`config.mk`:
```
export PLATFORM = sky130hd
export DESIGN_NAME = bcd_countdown_ctrl
export DESIGN_NICKNAME = d
export VERILOG_FILES = /design/src/rtl/bcd_timer_pkg.sv /design/src/rtl/bcd_countdown_ctrl_digit.sv /design/src/rtl/bcd_countdown_ctrl.sv
export SDC_FILE = /design/constraint.sdc
export NUM_CORES = 1
export LEC_CHECK = 0
export BUFFER_PORTS_ARGS = -buffer_cell sky130_fd_sc_hd__buf_2
export CORE_ASPECT_RATIO = 0.6
export CORE_MARGIN = 2
export CORE_UTILIZATION = 44
export DETAILED_ROUTE_END_ITERATION = 7
export PLACE_DENSITY = 0.76
export RECOVER_POWER = 25
export REMOVE_ABC_BUFFERS = 1
export SETUP_SLACK_MARGIN = 0.4
export SYNTH_ARGS = -nofsm -noshare
export SYNTH_HDL_FRONTEND = slang
export SYNTH_SLANG_ARGS = --single-unit
```
`constraint.sdc`:
```
create_clock -name clk -period 3.1 [get_ports clk]
set_clock_uncertainty 0.2 [all_clocks]
set_input_delay 0.31 -clock clk [delete_from_list [all_inputs] [get_ports clk]]
set_output_delay 0.31 -clock clk [all_outputs]
set_load 0.02 [all_outputs]
```
`src/rtl/bcd_timer_pkg.sv`:
```
// Shared types and helpers for the MM:SS BCD countdown timer.
// State encodings are visible on the controller's state port.
package bcd_timer_pkg;

    typedef enum logic [2:0] {
        IDLE   = 3'd0,
        LOADED = 3'd1,
        RUN    = 3'd2,
        PAUSE  = 3'd3,
        DONE   = 3'd4
    } state_t;

    localparam logic [3:0] SEC_TENS_MAX = 4'd5;
    localparam logic [3:0] DIGIT_MAX    = 4'd9;

    // Out-of-range digits are forced to zero rather than clamped.
    function automatic logic [3:0] bcd_sanitise(input logic [3:0] nibble, input logic [3:0] max);
        return (nibble > max) ? 4'd0 : nibble;
    endfunction

endpackage

```
`src/rtl/bcd_countdown_ctrl_digit.sv`:
```
// One decimal down-counting digit; wraps 0 -> MAX and reports a borrow.
module bcd_digit_down #(
    parameter logic [3:0] MAX = 4'd9
) (
    input  logic       clk,
    input  logic       rst,
    input  logic       load,
    input  logic [3:0] load_val,
    input  logic       dec_en,
    output logic [3:0] q,
    output logic       borrow_out
);

    // Digit register: load has priority over decrement.
    always_ff @(posedge clk) begin
        if (rst) begin
            q <= 4'd0;
        end else if (load) begin
            q <= load_val;
        end else if (dec_en) begin
            q <= (q == 4'd0) ? MAX : (q - 4'd1);
        end else begin
            q <= q;
        end
    end

    assign borrow_out = dec_en && (q == 4'd0);

endmodule

```
`src/rtl/bcd_countdown_ctrl.sv`:
```
// Command FSM, tick prescaler and borrow chain for a 4-digit MM:SS countdown.
// time_bcd packing: {min_tens, min_ones, sec_tens, sec_ones}.
module bcd_countdown_ctrl
    import bcd_timer_pkg::*;
#(
    parameter int TICK_DIV = 10,
    parameter int PW       = 16
) (
    input  logic        clk,
    input  logic        rst,
    input  logic        clear,
    input  logic        load,
    input  logic        start,
    input  logic        pause,
    input  logic [15:0] preset_bcd,
    output logic [15:0] time_bcd,
    output logic [2:0]  state,
    output logic        running,
    output logic        done
);

    localparam logic [PW-1:0] TICK_LAST = PW'(TICK_DIV - 1);

    state_t        state_r, state_nx_s;
    logic [PW-1:0] presc_r, presc_nx_s;
    logic          done_r, done_nx_s;
    logic          running_r;
    logic          dig_load_s;
    logic [15:0]   load_val_s;
    logic [15:0]   time_s;
    logic          tick_s;
    logic [3:0]    dec_en_s;
    logic [3:0]    borrow_s;

    // A tick needs RUN with no overriding command and a non-zero time, so 00:00 never wraps.
    assign tick_s = (state_r == RUN) && !clear && !pause &&
                    (presc_r == TICK_LAST) && (time_s != 16'h0000);

    assign dec_en_s = {borrow_s[2:0], tick_s};

    for (genvar i = 0; i < 4; i++) begin : g_dig
        bcd_digit_down #(
            .MAX ((i == 1) ? SEC_TENS_MAX : DIGIT_MAX)
        ) u_dig (
            .clk        (clk),
            .rst        (rst),
            .load       (dig_load_s),
            .load_val   (load_val_s[i*4 +: 4]),
            .dec_en     (dec_en_s[i]),
            .q          (time_s[i*4 +: 4]),
            .borrow_out (borrow_s[i])
        );
    end

    // Next-state, prescaler and digit-load decode; priority clear > load > pause > start.
    always_comb begin
        state_nx_s = state_r;
        presc_nx_s = presc_r;
        done_nx_s  = 1'b0;
        dig_load_s = 1'b0;
        load_val_s = 16'h0000;
        if (clear) begin
            state_nx_s = IDLE;
            presc_nx_s = '0;
            dig_load_s = 1'b1;
        end else if (state_r > DONE) begin
            state_nx_s = IDLE;
        end else if (load && (state_r != RUN)) begin
            state_nx_s = LOADED;
            presc_nx_s = '0;
            dig_load_s = 1'b1;
            load_val_s = {bcd_sanitise(preset_bcd[15:12], DIGIT_MAX),
                          bcd_sanitise(preset_bcd[11:8],  DIGIT_MAX),
                          bcd_sanitise(preset_bcd[7:4],   SEC_TENS_MAX),
                          bcd_sanitise(preset_bcd[3:0],   DIGIT_MAX)};
        end else begin
            case (state_r)
                RUN: begin
                    if (pause) begin
                        state_nx_s = PAUSE;
                    end else if (presc_r == TICK_LAST) begin
                        presc_nx_s = '0;
                        // A borrow out of min_tens would mean underflow; treat it as expiry too.
                        if ((time_s == 16'h0001) || (time_s == 16'h0000) || borrow_s[3]) begin
                            state_nx_s = DONE;
                            done_nx_s  = 1'b1;
                        end else begin
                            state_nx_s = RUN;
                        end
                    end else begin
                        presc_nx_s = presc_r + PW'(1);
                    end
                end
                LOADED: begin
                    if (start && (time_s != 16'h0000)) begin
                        state_nx_s = RUN;
                        presc_nx_s = '0;
                    end else if (start) begin
                        state_nx_s = DONE;
                        done_nx_s  = 1'b1;
                    end else begin
                        state_nx_s = LOADED;
                    end
                end
                PAUSE: begin
                    if (start) begin
                        state_nx_s = RUN;
                    end else begin
                        state_nx_s = PAUSE;
                    end
                end
                IDLE:    state_nx_s = IDLE;
                DONE:    state_nx_s = DONE;
                default: state_nx_s = IDLE;
            endcase
        end
    end

    // State, prescaler and registered status outputs.
    always_ff @(posedge clk) begin
        if (rst) begin
            state_r   <= IDLE;
            presc_r   <= '0;
            done_r    <= 1'b0;
            running_r <= 1'b0;
        end else begin
            state_r   <= state_nx_s;
            presc_r   <= presc_nx_s;
            done_r    <= done_nx_s;
            running_r <= (state_nx_s == RUN);
        end
    end

    assign time_bcd = time_s;
    assign state    = state_r;
    assign running  = running_r;
    assign done     = done_r;

endmodule

```
==> results of run 1 <==
## cell usage in the layout, fill, tap and decap left out, drive strengths merged, types with 3 or more instances in the layout
cell type	count
nand2b	13
nor3	14
nand4	8
o31ai	12
dfxtp	37
or3	4
o21ai	24
nor3b	3
xnor2	4
clkbuf	20
nand3	8
nor4	13
nor4b	5
buf	41
or4b	3
nor2	22
and3	4
mux2i	8
or4	13
a211oi	7
inv	11
a21oi	27
nand2	23
and4	3
a21o	3
## worst max-delay path by stage
| stage | startpoint | to | slack, ns | cells past startpoint |
|---|---|---|---|---|
| after floorplan | presc_r[0] | presc_r[12] | 0.006 | 6 |
| after global placement | presc_r[0] | g_dig[1].u_dig.q[0] | 0.25 | 6 |
| after detailed placement | presc_r[0] | g_dig[1].u_dig.q[0] | 0.15 | 6 |
| after CTS | presc_r[1] | g_dig[1].u_dig.q[0] | 0.40 | 7 |
| after global routing | presc_r[0] | g_dig[1].u_dig.q[0] | 0.37 | 6 |
| final | presc_r[0] | g_dig[1].u_dig.q[3] | 0.44 | 7 |
## worst max-delay path, delay by kind of cell, from the launching register on
kind | cells | cell delay (ns)
adder cells (fa/ha/maj) | 1 | 0.14
AND/OR/NAND/NOR | 5 | 1.67
buffers and inverters | 1 | 0.17
flip-flops | 1 | 0.38
## cell usage after synthesis, types with 2 or more instances
library cell / number / area share (%)
inv_1: 11 / 1.7
mux2i_1: 8 / 3.2
nor4b_1: 5 / 1.8
or2b_1: 2 / 0.60
o31ai_1: 12 / 3.6
o21bai_1: 2 / 0.60
or3_1: 4 / 1.0
nor4_1: 10 / 2.5
buf_2: 2 / 0.40
a211oi_1: 7 / 2.1
a21oi_1: 26 / 5.2
nand3_1: 8 / 1.6
nand4_1: 8 / 2.0
nor3_1: 14 / 2.8
nor2b_1: 2 / 0.50
nand2b_1: 13 / 3.3
nor3b_1: 3 / 0.90
a21o_1: 2 / 0.60
o2bb2ai_1: 2 / 0.70
or2_2: 2 / 0.50
dfxtp_1: 37 / 30
a311o_1: 2 / 0.80
clkbuf_1: 11 / 1.7
nor2_1: 22 / 3.3
or4b_2: 2 / 0.80
and3_1: 4 / 1.0
buf_4: 2 / 0.60
a22o_1: 2 / 0.70
o21ai_0: 23 / 4.6
xnor2_1: 4 / 1.4
and4_1: 3 / 1.1
a41oi_1: 2 / 0.70
ha_1: 2 / 1.0
nor4_4: 2 / 1.7
or4_1: 13 / 3.9
nand2_1: 23 / 3.5
## per-stage QoR
stage	std cells	setup WS (ns)
after floorplan	302	0.00642
after global placement	422	0.249
after detailed placement	422	0.146
after CTS	429	0.401
after global routing	432	0.365
final	432	0.435
## layer usage
layer | part of all wire (%) | vias up | track usage (%)
li1 | - | 1304 | -
met2 | 39 | 115 | 28.9
met1 | 51 | 1235 | 37.0
met4 | 0.81 | 0 | 4.73
met5 | 0 | - | 0
met3 | 9.0 | 6 | 4.81
## cell type report
cell class / count / area (um2)
flip-flops and latches: 37 / 747
clock buffers: 7 / 86.3
multi-input cells: 254 / 1650
well taps: 69 / 86.3
inverters: 11 / 41.3
fillers: 535 / 2620
repair buffers: 54 / 288
## registers in the layout, summed over array words and instances (netlist names)
name / flops
g_dig.u_dig.q: 16
presc_r: 16
state: 3
done: 1
running: 1
## logic make-up after synthesis
logic type | after synthesis | synth area share [%]
muxes | 8 | 3.20
DFF | 37 | 29.6
xor gates and xnor gates | 5 | 1.75
adders and majority gates | 2 | 1.00
AOI/OAI and AO/OA | 92 | 23.7
buffers and inverters | 28 | 5.26
and+or+nand+nor | 147 | 35.4
## report_power, final
group	total, uW	switching [uW]	leakage [uW]	internal (uW)
Sequential	505	20.1	0.000302	485
Clock	341	165	0.0000443	177
Combinational	187	114	0.000630	73.5
## repair_timing
| action | 4_1_cts | 5_1_grt |
|---|---|---|
| pin swaps | 2 | 5 |
| endpoints found under the setup margin | 13 | 18 |
| gates resized for setup | 2 | 9 |
| gates cloned | 0 | 0 |
| setup buffers | 0 | 3 |
| hold endpoints to repair | 0 | 0 |
==> reports/summary.txt, run 1 <==
Min Tclk post-route = 2.66 ns
Min-delay src = preset_bcd[1]
Synthesized netlist cell count = 319
Worst setup path category = reg2reg
Placer Congestion = 0.919
Total number of vias = 2660
Pre-antenna DRT Iters = 5
Hold buffers post-CTS = 0
Max_cap viols = 0
Register area share after synthesis = 29.6%
Routed WL per cell = 15.8 um
Max Freq = 375 MHz
Worst-path clk slew = 0.07 ns
Outcome = completed
Inserted Diodes = 0
Top FF cell, synth = dfxtp_1
Reg2reg end = g_dig[1].u_dig.q[3]
IO Count = 43
Slew of the pin with the lowest slew margin = 0.778 ns
Hold WS = 0.0870 ns
Unrepaired setup endpoints after global routing = true
Grt total ovfl = 0
Initial DRC count = 243
Fin. max-slew vios = 0
Syn avg cell area = 7.83 um2
Detailed-route DRC error count = 0
R2R Path Start = presc_r[0]
Req. time, crit path = 3.08 ns
Synth unique cells = 58
Max Root-Sink Buffers = 2
Worst-skew pair later-pin latency = 0.28 ns
Post-route setup TNS = 0 ns
CTS tree = yes
GRT Total Usage = 22.4%
Final #Nets = 387
#FFs+latches synth = 37
Vias in the first global route = 2317
Max incr delay on CP = 0.54 ns
Chip width = 101 um
Startpoint Class = register
Leak = 0.000976 uW
Row cnt = 21
Reg2Reg Depth = 7
Routed WL = 6810 um
CTS Buf Count = 5
Crit end category = register
Final setup fails = 0
Critical Path, Cell by Cell = ha_4 > or4b_4 > or4_4 > nor4_4 > buf_4 > nand4b_1 > and4b_1
FFs w/ async S/R, synth = 0%
Final instance area = 2900 um2
CP Max Fanout = 4
First-pass GRT wire length = 11400 um
Clock Tree Root = clkbuf_8
Final hold vios = 0
Pwr Total = 1030 uW
WHS Endpoint = g_dig[0].u_dig.q[1]
Crit path max-delay cell type = or4_4
Final Cycle Share = 86.0%
Die ar. = 6320 um2
Ys Warns = 0
EDFF count, synth = 0
Sink Count = 37
DP HPWL = 5110 um
Layout Utilization = 52.5%
Starting Density = 45.3%
Detail Route Antenna Nets = 0
Initial antenna violation count = 0
Synthesized area = 2500 um2
Reg2Reg Setup Slack = 0.44 ns
Die height = 62.4 um
Hold Crit Class = in2reg
Max IR drop VDD = 149 uV
Crit path arrival time = 2.65 ns
Synth-to-Final Area Change = 15.9%
Worst hold stages = 3
Vias/cell = 6.16
H-tree depth = 2
Core area = 5520 um2
Placed cell areas = 2770 um2
Layout cells sized above 1 = 18.7%
Max-slew headroom = 47.9%
Largest net degree at the start of global routing = 19
Power per cell area = 357 nW/um2
IO buf count = 42
Power figures use the tool's default switching activity.
==> inputs of run 2 (changes only) <==
- RECOVER_POWER: 25 -> 100
==> reports/summary.txt, run 2 (synthesis gave the netlist of run 1 again) <==
Max Root-Sink Buffers = 2
Critical Path, Cell by Cell = ha_1 > or4b_1 > or4_1 > nor4_4 > buf_4 > nand4b_1 > and4b_1
Grt total ovfl = 0
Initial antenna violation count = 0
Fin. max-slew vios = 0
Chip width = 101 um
IO buf count = 42
Routed WL per cell = 15.7 um
Worst-path clk slew = 0.07 ns
Max incr delay on CP = 0.62 ns
Core area = 5520 um2
Hold Crit Class = in2reg
Final hold vios = 0
Worst setup path category = reg2reg
Outcome = completed
Startpoint Class = register
DP HPWL = 5110 um
Inserted Diodes = 0
WHS Endpoint = g_dig[0].u_dig.q[1]
Crit path arrival time = 2.79 ns
Initial DRC count = 218
Total number of vias = 2671
CTS Buf Count = 5
Max Freq = 355 MHz
Fill count = 540
Reg2Reg Setup Slack = 0.29 ns
Clock Tree Root = clkbuf_8
Final setup fails = 0
Commonest cells after routing, fill and taps aside = dfxtp_1 (35), a21oi_1 (26), clkbuf_1 (24)
Leak = 0.000928 uW
Placer Congestion = 0.919
Layout cells sized above 1 = 14.3%
Reg area = 746 um2
Min-delay src = preset_bcd[1]
Multi-input gate area = 1630 um2
Crit end category = register
Final worst setup slack = 0.287 ns
Worst hold stages = 3
Sink Count = 37
Die ar. = 6320 um2
Post-route setup TNS = 0 ns
GRT Total Usage = 22.4%
Pre-antenna DRT Iters = 5
CP Max Fanout = 4
Power per cell area = 360 nW/um2
Req. time, crit path = 3.08 ns
Unrepaired setup endpoints after global routing = true
Setup WS pre-CTS = 0.146 ns
Min Tclk post-route = 2.81 ns
H-tree depth = 2
Slew of the pin with the lowest slew margin = 0.700 ns
Routed WL = 6790 um
R2R Path Start = presc_r[0]
First-pass GRT wire length = 11400 um
Die height = 62.4 um
Crit path max-delay cell type = or4_1
Most common cell after layout, fill and taps aside = dfxtp_1
Worst-skew pair later-pin latency = 0.28 ns
CTS tree = yes
Starting Density = 45.3%
Row cnt = 21
Largest net degree at the start of global routing = 19
Max-slew headroom = 53.2%
Max IR drop VDD = 145 uV
IO Count = 43
Final Cycle Share = 90.8%
Detailed-route DRC error count = 0
Final #Nets = 387
Synth-to-Final Area Change = 14.3%
Vias in the first global route = 2317
Reg2reg end = g_dig[1].u_dig.q[3]
Reg2Reg Depth = 7
Vias/cell = 6.18
Detail Route Antenna Nets = 0
Max_cap viols = 0
## run 2: layout make-up
cell class,count,share of cell area (%)
Clock buffer,7,3.02
Multi-Input combinational cell,254,56.9
Timing Repair Buffer,54,9.46
Inverter,11,1.45
Sequential cell,37,26.1
Tap cell,69,3.02
## run 2: report_power, final
part,internal (uW),leakage (uW),total (uW),switching [uW]
Combinational,70.0,0.000583,183,113
Sequential,485,0.000301,505,20.0
Clock,177,0.0000443,342,165
Total,732,0.000928,1030,298
## run 2: how the worst max path moves through the flow
| stage | start | end | slack, ns |
|---|---|---|---|
| 3_3_place_gp | presc_r[0] | g_dig[1].u_dig.q[0] | 0.25 |
| 2_1_floorplan | presc_r[0] | presc_r[12] | 0.006 |
| 5_1_grt | presc_r[1] | g_dig[1].u_dig.q[0] | 0.19 |
| 6_report | presc_r[0] | g_dig[1].u_dig.q[3] | 0.29 |
| 3_5_place_dp | presc_r[0] | g_dig[1].u_dig.q[0] | 0.15 |
| 4_1_cts | presc_r[1] | g_dig[1].u_dig.q[0] | 0.40 |
## run 2: repair_timing
action                                  in CTS  in global routing
pin swaps                                    2                  5
gates cloned                                 0                  0
endpoints found under the setup margin      13                 18
hold buffers                                 0                  0
buffers inserted                             0                  3
gates resized for setup                      2                  9
## run 2: critical path, delay by kind of cell, from the launching register on
family | cells | cell delay, ns
adder cells (fa/ha/maj) | 1 | 0.18
buffers and inverters | 1 | 0.17
flip-flops | 1 | 0.37
AND/OR/NAND/NOR | 5 | 1.80
## run 2: metrics by stage
step | utilization [%] | hold WS [ns] | total power [uW] | instances | instance area [um2]
2_1_floorplan | - | 0.183 | 625 | 302 | 2410
3_3_place_gp | 50.2 | 0.279 | 695 | 422 | 2770
3_5_place_dp | 50.2 | 0.274 | 698 | 422 | 2770
4_1_cts | 51.9 | 0.0886 | 1030 | 429 | 2860
5_1_grt | 51.8 | 0.0958 | 1080 | 432 | 2860
6_report | 51.8 | 0.0872 | 1030 | 432 | 2860
## run 2: metal layers
metal  GRT usage, %  part of all wire [%]
met1           37.0                    52
met2           28.9                    40
met3           4.81                   7.8
met4           4.73                  0.72
met5              0                     0
==> inputs of run 3 (changes only) <==
==> constraint.sdc (replaced) <==
create_clock -name clk -period 3.1 [get_ports clk]
set_clock_uncertainty 0.2 [all_clocks]
set_input_delay 0.62 -clock clk [delete_from_list [all_inputs] [get_ports clk]]
set_output_delay 0.62 -clock clk [all_outputs]
set_load 0.02 [all_outputs]
==> reports/summary.txt, run 3 (synthesis gave the netlist of run 1 again) <==
Outcome = completed
Grt total ovfl = 0
Final Cycle Share = 87.5%
Commonest cells after routing, fill and taps aside = dfxtp_1 (36), a21oi_1 (27), clkbuf_1 (27)
Slew of the pin with the lowest slew margin = 0.641 ns
Final instance area = 2870 um2
Die ar. = 6320 um2
Max incr delay on CP = 0.58 ns
H-tree depth = 2
Pre-antenna DRT Iters = 5
Sink Count = 37
Crit path arrival time = 2.72 ns
IO buf count = 42
Most common cell after layout, fill and taps aside = dfxtp_1
Chip width = 101 um
Min Tclk post-route = 2.71 ns
Worst setup path category = reg2reg
Detailed-route DRC error count = 0
Placed cell areas = 2790 um2
Synth-to-Final Area Change = 14.7%
Worst-skew pair later-pin latency = 0.29 ns
DP HPWL = 5280 um
Routed WL = 7070 um
Startpoint Class = register
CTS tree = yes
Post-route setup TNS = 0 ns
Pwr Total = 1020 uW
Core area = 5520 um2
Die height = 62.4 um
Layout cells sized above 1 = 13.6%
Vias/cell = 6.22
Max Root-Sink Buffers = 2
Layout Utilization = 51.9%
Clock Tree Root = clkbuf_8
Max IR drop VDD = 184 uV
Routed WL per cell = 16.2 um
Row cnt = 21
Initial antenna violation count = 0
Initial DRC count = 193
First-pass GRT wire length = 11600 um
Crit end category = register
R2R Path Start = presc_r[1]
Detail Route Antenna Nets = 0
GRT Total Usage = 22.8%
Starting Density = 45.3%
Max Freq = 369 MHz
Largest net degree at the start of global routing = 20
Final hold vios = 0
Unrepaired setup endpoints after global routing = true
Worst-path clk slew = 0.07 ns
Buf+Inv Stages, Crit Path = 2
Critical Path, Cell by Cell = clkinv_1 > ha_1 > or4b_1 > or4_1 > clkbuf_1 > nor4_4 > nor2_1 > o21ai_0
Crit path max-delay cell type = or4_1
Max-slew headroom = 57.1%
Req. time, crit path = 3.11 ns
Hold WS = 0.300 ns
Beginning of the critical path = presc_r[1]
Hold Crit Class = reg2reg
Min-delay src = presc_r[1]
Placer Congestion = 0.889
Hold buffers post-CTS = 0
Vias in the first global route = 2294
Total number of vias = 2712
Cell family with most CP delay = simple AND/OR/NAND/NOR gates
Power per cell area = 357 nW/um2
Final #Nets = 390
Max_cap viols = 0
CP Max Fanout = 4
Final setup fails = 0
Inserted Diodes = 0
IO Count = 43
Leak = 0.000942 uW
Fin. max-slew vios = 0
CTS Buf Count = 5
==> run 3: cell type report <==
cell class | count | area (um2)
Tap cell | 69 | 86.3
Fill cell | 556 | 2650
Timing Repair Buffer | 57 | 285
Inverter | 11 | 41.3
Clock buffer | 8 | 80.1
Sequential cell | 37 | 744
Multi-Input combinational cell | 254 | 1630
==> run 3: metal layers <==
layer	vias to the layer above	track usage [%]	wire length (um)
li1	1315	-	-
met2	100	30.1	2810
met1	1291	37.3	3700
met3	6	4.47	514
met4	0	4.56	46
met5	-	0	0
==> run 3: what timing repair did <==
action | 4_1_cts | 5_1_grt
pin swaps | 1 | 6
setup endpoints to repair | 13 | 17
gates resized for setup | 1 | 7
buffers inserted | 1 | 3
==> run 3: metrics by stage <==
stage / std cells / setup slack (ns)
after floorplan: 302 / 0.00642
after global placement: 424 / 0.268
after detailed placement: 424 / 0.195
after CTS: 433 / 0.409
after global routing: 436 / 0.257
final: 436 / 0.389
==> run 3: report_power, final <==
group / internal [uW] / switching [uW] / total, uW
sequential: 485 / 20.3 / 505
clock: 160 / 167 / 327
combinational: 73.2 / 117 / 190
total: 718 / 304 / 1020
==> run 3: path summary, 6_finish.rpt <==
| path | to | slack [ns] | cells after the start |
|---|---|---|---|
| worst min-delay path | presc_r[1] | 0.30 | 2 |
| worst min register to register | presc_r[1] | 0.30 | 2 |
| worst max-delay path | g_dig[3].u_dig.q[1] | 0.39 | 8 |
| worst max register to register | g_dig[3].u_dig.q[1] | 0.39 | 8 |
==> run 3: worst min-delay path: stages (launching register included) <==
cell and delay, ns:
dfxtp_1 0.34, nand2_1 0.07, a21oi_1 0.05
